[src/rtl/rgb_fade_sequencer_pkg.sv]
// Shared types for the RGB keyframe sequencer: FSM states, keyframe record and the
// per-channel step decision used while fading.
package rgb_fade_sequencer_pkg;

  // Keyframe field widths; the sequencer's R and HOLD_W must not exceed these.
  localparam int unsigned KF_R      = 8;
  localparam int unsigned KF_HOLD_W = 8;

  typedef enum logic [1:0] {IDLE, FADE, HOLD} seq_state_t;

  typedef enum logic [1:0] {STEP_NONE, STEP_UP, STEP_DOWN} step_t;

  typedef struct packed {
    logic [KF_R-1:0]      red;
    logic [KF_R-1:0]      green;
    logic [KF_R-1:0]      blue;
    logic [KF_HOLD_W-1:0] hold;
  } keyframe_t;

  function automatic step_t step_toward(input logic [KF_R-1:0] cur,
                                        input logic [KF_R-1:0] tgt);
    if (cur < tgt) return STEP_UP;
    if (cur > tgt) return STEP_DOWN;
    return STEP_NONE;
  endfunction

endpackage

[src/rtl/pwm_tick_gen.sv]
// Free-running divider: emits a one-cycle tick every TICK_DIV enabled cycles,
// with a synchronous clear that holds the count at zero.
module pwm_tick_gen #(
  parameter int unsigned TICK_DIV = 1_000_000
) (
  input  logic clk,
  input  logic reset,
  input  logic clr,
  input  logic en,
  output logic tick
);

  localparam int unsigned CW = (TICK_DIV > 1) ? $clog2(TICK_DIV) : 1;
  localparam logic [CW-1:0] LAST = CW'(TICK_DIV - 1);

  logic [CW-1:0] cnt_q, cnt_d;

  always_comb begin
    cnt_d = cnt_q;
    if (clr)     cnt_d = '0;
    else if (en) cnt_d = (cnt_q == LAST) ? '0 : cnt_q + CW'(1);
  end

  assign tick = en && !clr && (cnt_q == LAST);

  always_ff @(posedge clk or posedge reset) begin
    if (reset) cnt_q <= '0;
    else       cnt_q <= cnt_d;
  end

endmodule

[src/rtl/rgb_fade_sequencer.sv]
// Keyframe player for three PWM duty channels: fades one LSB per tick toward each frame,
// holds, then advances.  state | meaning
//   IDLE | table writable, duties frozen, waiting for start
//   FADE | stepping duties toward the current keyframe on each tick
//   HOLD | target reached, counting down the frame's hold ticks
module rgb_fade_sequencer
  import rgb_fade_sequencer_pkg::*;
#(
  parameter int unsigned R        = 8,
  parameter int unsigned DEPTH    = 8,
  parameter int unsigned TICK_DIV = 1_000_000,
  parameter int unsigned HOLD_W   = 8
) (
  input  logic                     clk,
  input  logic                     reset,
  input  logic                     cfg_valid,
  output logic                     cfg_ready,
  input  logic [$clog2(DEPTH)-1:0] cfg_addr,
  input  logic [R-1:0]             cfg_red,
  input  logic [R-1:0]             cfg_green,
  input  logic [R-1:0]             cfg_blue,
  input  logic [HOLD_W-1:0]        cfg_hold,
  input  logic [$clog2(DEPTH):0]   num_frames,
  input  logic                     loop_en,
  input  logic                     start,
  input  logic                     stop,
  output logic [R:0]               red_duty,
  output logic [R:0]               green_duty,
  output logic [R:0]               blue_duty,
  output logic [$clog2(DEPTH)-1:0] frame_idx,
  output logic                     busy,
  output logic                     done
);

  localparam int unsigned AW = $clog2(DEPTH);
  localparam logic [AW:0] NF_MAX = (AW+1)'(DEPTH);

  keyframe_t      kf_q [DEPTH];
  seq_state_t     state_q, state_d;
  logic [AW-1:0]  frame_q, frame_d;
  logic [AW:0]    nf_q, nf_d;
  logic [HOLD_W-1:0] hold_q, hold_d;
  logic [R-1:0]   duty_q [3];
  logic [R-1:0]   duty_d [3];
  logic           done_q, done_d;

  keyframe_t      kf_cur;
  logic [R-1:0]   tgt [3];
  logic           tick, at_target, last_frame;

  pwm_tick_gen #(.TICK_DIV(TICK_DIV)) u_tick (
    .clk   (clk),
    .reset (reset),
    .clr   (state_q == IDLE),
    .en    (state_q != IDLE),
    .tick  (tick)
  );

  assign kf_cur     = kf_q[frame_q];
  assign tgt[0]     = R'(kf_cur.red);
  assign tgt[1]     = R'(kf_cur.green);
  assign tgt[2]     = R'(kf_cur.blue);
  assign at_target  = (duty_q[0] == tgt[0]) && (duty_q[1] == tgt[1]) && (duty_q[2] == tgt[2]);
  assign last_frame = ({1'b0, frame_q} == nf_q - (AW+1)'(1));

  always_comb begin
    state_d = state_q;
    frame_d = frame_q;
    nf_d    = nf_q;
    hold_d  = hold_q;
    duty_d  = duty_q;
    done_d  = 1'b0;
    unique case (state_q)
      IDLE: begin
        if (start && !stop && num_frames != '0 && num_frames <= NF_MAX) begin
          state_d = FADE;
          frame_d = '0;
          nf_d    = num_frames;
        end
      end
      FADE: begin
        if (stop) begin
          state_d = IDLE;
        end else if (at_target) begin
          state_d = HOLD;
          hold_d  = HOLD_W'(kf_cur.hold);
        end else if (tick) begin
          for (int i = 0; i < 3; i++) begin
            case (step_toward(KF_R'(duty_q[i]), KF_R'(tgt[i])))
              STEP_UP:   duty_d[i] = duty_q[i] + R'(1);
              STEP_DOWN: duty_d[i] = duty_q[i] - R'(1);
              default:   duty_d[i] = duty_q[i];
            endcase
          end
        end
      end
      HOLD: begin
        if (stop) begin
          state_d = IDLE;
        end else if (hold_q == '0) begin
          if (!last_frame) begin
            frame_d = frame_q + AW'(1);
            state_d = FADE;
          end else if (loop_en) begin
            frame_d = '0;
            state_d = FADE;
          end else begin
            state_d = IDLE;
            done_d  = 1'b1;
          end
        end else if (tick) begin
          hold_d = hold_q - HOLD_W'(1);
        end
      end
      default: state_d = IDLE;
    endcase
  end

  always_ff @(posedge clk or posedge reset) begin
    if (reset) begin
      state_q <= IDLE;
      frame_q <= '0;
      nf_q    <= '0;
      hold_q  <= '0;
      duty_q  <= '{default: '0};
      done_q  <= 1'b0;
    end else begin
      state_q <= state_d;
      frame_q <= frame_d;
      nf_q    <= nf_d;
      hold_q  <= hold_d;
      duty_q  <= duty_d;
      done_q  <= done_d;
    end
  end

  // Table survives reset so a host can replay without reloading.
  always_ff @(posedge clk) begin
    if (cfg_valid && cfg_ready)
      kf_q[cfg_addr] <= {KF_R'(cfg_red), KF_R'(cfg_green), KF_R'(cfg_blue), KF_HOLD_W'(cfg_hold)};
  end

  assign cfg_ready  = (state_q == IDLE);
  assign busy       = (state_q != IDLE);
  assign done       = done_q;
  assign frame_idx  = frame_q;
  assign red_duty   = {1'b0, duty_q[0]};
  assign green_duty = {1'b0, duty_q[1]};
  assign blue_duty  = {1'b0, duty_q[2]};

endmodule

[config.mk]
export PLATFORM = sky130hd
export DESIGN_NAME = rgb_fade_sequencer
export DESIGN_NICKNAME = d
export VERILOG_FILES = /design/src/rtl/rgb_fade_sequencer_pkg.sv /design/src/rtl/pwm_tick_gen.sv /design/src/rtl/rgb_fade_sequencer.sv
export SDC_FILE = /design/constraint.sdc
export NUM_CORES = 1
export LEC_CHECK = 0
export CAP_MARGIN = 10
export CORE_MARGIN = 2
export CORE_UTILIZATION = 66
export CTS_BUF_LIST = sky130_fd_sc_hd__clkbuf_8
export DETAILED_ROUTE_END_ITERATION = 10
export GPL_ROUTABILITY_DRIVEN = 0
export PLACE_DENSITY_LB_ADDON = 0.12
export SETUP_SLACK_MARGIN = 0.1
export SLEW_MARGIN = 0
export SYNTH_ARGS = -nofsm -noshare
export SYNTH_HDL_FRONTEND = slang
export SYNTH_HIERARCHICAL = 1
export SYNTH_SLANG_ARGS = --single-unit
[constraint.sdc]
create_clock -name clk -period 10.3 [get_ports clk]
set_input_delay 2.06 -clock clk [delete_from_list [all_inputs] [get_ports clk]]
set_output_delay 2.06 -clock clk [all_outputs]
set_load 0.01 [all_outputs]
==> impl_summary.log <==
[metrics] warning count from the yosys run: 6
[metrics] detailed-routed wire length on met3: between 2000 and 2500 um
[metrics] dominant cell type by area after synthesis: sky130_fd_sc_hd__edfxtp_1
[metrics] Pwr Density: ~160 nW/um2
[metrics] Clk pwr share: 41.1%
[metrics] sequential power share: between 50% and 60%
[metrics] DRC violation count after routing: 0
[metrics] aggregate global routing overflow: 0
[metrics] standard cell core area: 21000 um2
[metrics] starting density of the core: roughly 67%
[metrics] Main synth FF type: sky130_fd_sc_hd__edfxtp_1
[metrics] Die Height: between 150 and 200 um
[metrics] highest metal used: met4
[metrics] final cell utilization of the core: just under 80%
[metrics] vias per cell: around 6.3
[metrics] count of different cell masters after synthesis: 72
[metrics] part of the power in combinational logic: under 10%
[metrics] number of hold violations in the final report: 0
[metrics] Die X-Extent: ~150 um
[metrics] setup repair after global routing missed its margin: false
[metrics] sum of met2 wire segment lengths after detailed routing: 14800 um
[metrics] WP data arrival: slightly below 6000 ps
[metrics] number of storage elements in the synthesis netlist: between 300 and 400
[metrics] drt total wl: between 20000 and 30000 um
[metrics] sequential element share of the synthesized area: between 60% and 70%
[metrics] number of maximum-capacitance constraint violations: 0
[metrics] pin count of the biggest net entering global routing: between 60 and 70
[metrics] endpoints failing setup: 0
[metrics] Async S/R FF share, synth: roughly 20%
[metrics] Via Count: around 8k
[metrics] vias in the first global route: 8548
[metrics] post-route clock period utilization: 53.4%
[metrics] startpoint-to-endpoint class of the critical path: flip-flop to flip-flop
[metrics] top area cells in the synthesized netlist: sky130_fd_sc_hd__edfxtp_1 54%, sky130_fd_sc_hd__dfrtp_1 11%, sky130_fd_sc_hd__mux4_2 10%
[metrics] clock slew at reported path FFs: around 60 ps
[metrics] global-route wire length before repair: roughly 46000 um
[metrics] net count reported at finish: between 1k and 1.5k
[metrics] Slew HR: between 30% and 40%
[metrics] EDFF count, synth: 256
[metrics] Hold Crit Class: flip-flop to flip-flop
[metrics] Mapped Area: 14100 um2
[metrics] Port-buffer cells: 74
[metrics] library cell used as clock root buffer: sky130_fd_sc_hd__clkbuf_8
[metrics] area fraction of the dominant cell type after synthesis: ~54%
[metrics] sum of negative setup slack: 0 ps
[metrics] post-CTS setup buffer count: 0
[metrics] 1st-pass router iterations: 5
[metrics] Pint: 2080 uW
[metrics] average wire per cell in the routed design: about 22 um
[metrics] status: complete, no violations
[metrics] max frequency: about 180 MHz
[metrics] total global-route track usage: 26.9%
[metrics] number of clock sinks seen by CTS: about 320
[metrics] Max IR drop VDD: between 0.2 and 0.25 mV
[metrics] Worst Tran Pin Value: between 1000 and 1500 ps
[metrics] post-route minimum period: between 5000 and 6000 ps
[metrics] switching part of the total: a little over a fifth
[metrics] I/O Pins: 78
[metrics] maximum clock path buffer count: 3
[metrics] Die Footprint: about 23000 um2
[metrics] total count of max-transition violations in the final report: 0
[metrics] number of buffers inserted by hold repair at cts: 0
[metrics] clock latency of the later-clocked register in the worst-skew pair: roughly 600 ps
[metrics] nature of the critical path endpoint: flip-flop
[metrics] total clock buffers created by CTS: between 50 and 60
[metrics] placement row count: 53
[metrics] H-Tree Depth: 2
[metrics] share of post-route cells with drive strength above 1: between 10% and 20%
[metrics] count of mapped cells out of synthesis: between 800 and 900
[metrics] clock tree from TritonCTS: built
[metrics] NetSw: ~580 uW
[metrics] DRT iter0 DRCs: approximately 550
[metrics] met1 WL: around 12000 um
[metrics] CP Max Fanout: 36
[metrics] Post-Synthesis Mean Instance Area: between 15 and 20 um2
[metrics] critical path required time: around 11000 ps
[metrics] DRT antenna net count: 0
[metrics] area growth from synthesis to final layout: 15.2%
[metrics] post-cts gate resize count: 0
[metrics] worst clock skew on the final layout: 25.0 ps
[metrics] top cell types by occurrence after synthesis: 256 x sky130_fd_sc_hd__edfxtp_1, 64 x sky130_fd_sc_hd__mux4_2, 62 x sky130_fd_sc_hd__dfrtp_1, 47 x sky130_fd_sc_hd__ha_1, 46 x sky130_fd_sc_hd__nor2_1
[metrics] Pleak: 0.00580 uW
[metrics] DP HPWL: 17500 um
[metrics] most repeated cell in the gate-level netlist after synthesis: sky130_fd_sc_hd__edfxtp_1
[metrics] critical path startpoint category: flip-flop
[metrics] number of antenna violations at the first check in global routing: 1
[area by class of cell]
class | count | area [um2]
clock inverter | 36 | 251
inverter | 27 | 101
antenna | 1 | 2.50
multi-input combinational | 502 | 4710
tap | 275 | 344
sequential | 318 | 9250
timing repair buffer | 85 | 823
clock buffer | 59 | 812
fill | 1193 | 4730
[path summary, 6_finish.rpt]
kind                                         startpoint                      endpoint  slack (ps)  cells after the start
min reg2reg                u_tick/cnt_q[18]$_DFFE_PP0P_  u_tick/cnt_q[18]$_DFFE_PP0P_         520                      1
min                        u_tick/cnt_q[18]$_DFFE_PP0P_  u_tick/cnt_q[18]$_DFFE_PP0P_         520                      1
max                            frame_idx[0]$_DFFE_PP0P_      blue_duty[7]$_DFFE_PP0P_        4790                     15
max in group asynchronous                         reset      frame_idx[0]$_DFFE_PP0P_        7470                      2
min in group asynchronous                         reset   u_tick/cnt_q[3]$_DFFE_PP0P_        1990                      2
max reg2reg                    frame_idx[0]$_DFFE_PP0P_      blue_duty[7]$_DFFE_PP0P_        4790                     15
[power by group through the flow]
stage | sequential (uW) | combinational, uW | clock [uW]
floorplan | 1460 | 75.2 | 0
CTS | 1440 | 134 | 1110
detailed placement | 1460 | 133 | 0
global route | 1440 | 144 | 1170
global placement | 1460 | 127 | 0
finish | 1440 | 133 | 1100
[metrics by stage]
step | area (um2) | setup WS (ps) | hold WS [ps] | cells | power, uW
after global placement | 15200 | 5010 | 479 | 1207 | 1590
after detailed placement | 15200 | 4780 | 506 | 1207 | 1600
after CTS | 16300 | 4720 | 517 | 1302 | 2690
after floorplan | 14100 | 5350 | 461 | 879 | 1530
after global routing | 16300 | 4450 | 542 | 1302 | 2750
final | 16300 | 4790 | 518 | 1303 | 2670
[cell usage in the layout (no fill, tap or decap), types with 4 or more instances in the layout]
cell type / n
sky130_fd_sc_hd__ha_1: 47
sky130_fd_sc_hd__nor2_1: 40
sky130_fd_sc_hd__buf_4: 11
sky130_fd_sc_hd__a21oi_1: 39
sky130_fd_sc_hd__nor3_1: 19
sky130_fd_sc_hd__nand2_1: 37
sky130_fd_sc_hd__nand4_1: 4
sky130_fd_sc_hd__mux4_2: 64
sky130_fd_sc_hd__inv_1: 37
sky130_fd_sc_hd__nand2b_1: 11
sky130_fd_sc_hd__clkbuf_8: 59
sky130_fd_sc_hd__clkinv_1: 9
sky130_fd_sc_hd__a21boi_0: 4
sky130_fd_sc_hd__a31oi_1: 11
sky130_fd_sc_hd__o31ai_1: 4
sky130_fd_sc_hd__clkinv_2: 9
sky130_fd_sc_hd__o21ai_1: 4
sky130_fd_sc_hd__o211ai_1: 4
sky130_fd_sc_hd__mux2i_1: 26
sky130_fd_sc_hd__clkdlybuf4s50_1: 74
sky130_fd_sc_hd__xor2_1: 7
sky130_fd_sc_hd__xnor2_1: 19
sky130_fd_sc_hd__or2_2: 4
sky130_fd_sc_hd__mux2_2: 21
sky130_fd_sc_hd__o21a_1: 7
sky130_fd_sc_hd__nor2_4: 6
sky130_fd_sc_hd__edfxtp_1: 256
sky130_fd_sc_hd__dfrtp_1: 59
sky130_fd_sc_hd__nor2b_1: 7
sky130_fd_sc_hd__nand3_1: 22
sky130_fd_sc_hd__o21ai_0: 18
[cell families after synthesis]
kind of cell / share of synthesized area, %
AOI/OAI and AO/OA: 6.03
xor gates and xnor gates: 1.61
adders and majority gates: 4.58
buffers and inverters: 1.80
DFF: 65.3
muxes: 13.7
other: 0.0265
and+or+nand+nor: 6.91
[sequential cells by signal, summed over array words and instances (netlist names)]
| name | cells |
|---|---|
| blue_duty | 8 |
| done | 1 |
| frame_idx | 3 |
| green_duty | 8 |
| hold_q | 8 |
| kf_q | 256 |
| nf_q | 4 |
| red_duty | 8 |
| state_q | 2 |
| u_tick/cnt_q | 20 |
[worst max-delay path, cell delays in order (launching register included)]
cell and delay, ps:
sky130_fd_sc_hd__dfrtp_4 870, sky130_fd_sc_hd__buf_4 680, sky130_fd_sc_hd__mux4_2 590, sky130_fd_sc_hd__mux2i_1 300, sky130_fd_sc_hd__ha_1 310, sky130_fd_sc_hd__and4_1 220, sky130_fd_sc_hd__and3_1 280, sky130_fd_sc_hd__or2_2 380
sky130_fd_sc_hd__inv_1 210, sky130_fd_sc_hd__ha_1 280, sky130_fd_sc_hd__a21oi_1 180, sky130_fd_sc_hd__o211ai_1 180, sky130_fd_sc_hd__o41ai_1 440, sky130_fd_sc_hd__nand2_1 130, sky130_fd_sc_hd__o211a_1 150, sky130_fd_sc_hd__xor2_1 150
[metal layers]
metal	track usage (%)	up-vias
met5	0	-
met4	7.83	0
met3	6.18	60
met2	45.5	303
met1	35.3	4110
li1	-	3679
Note: power is estimated with default switching activity, not from simulation.
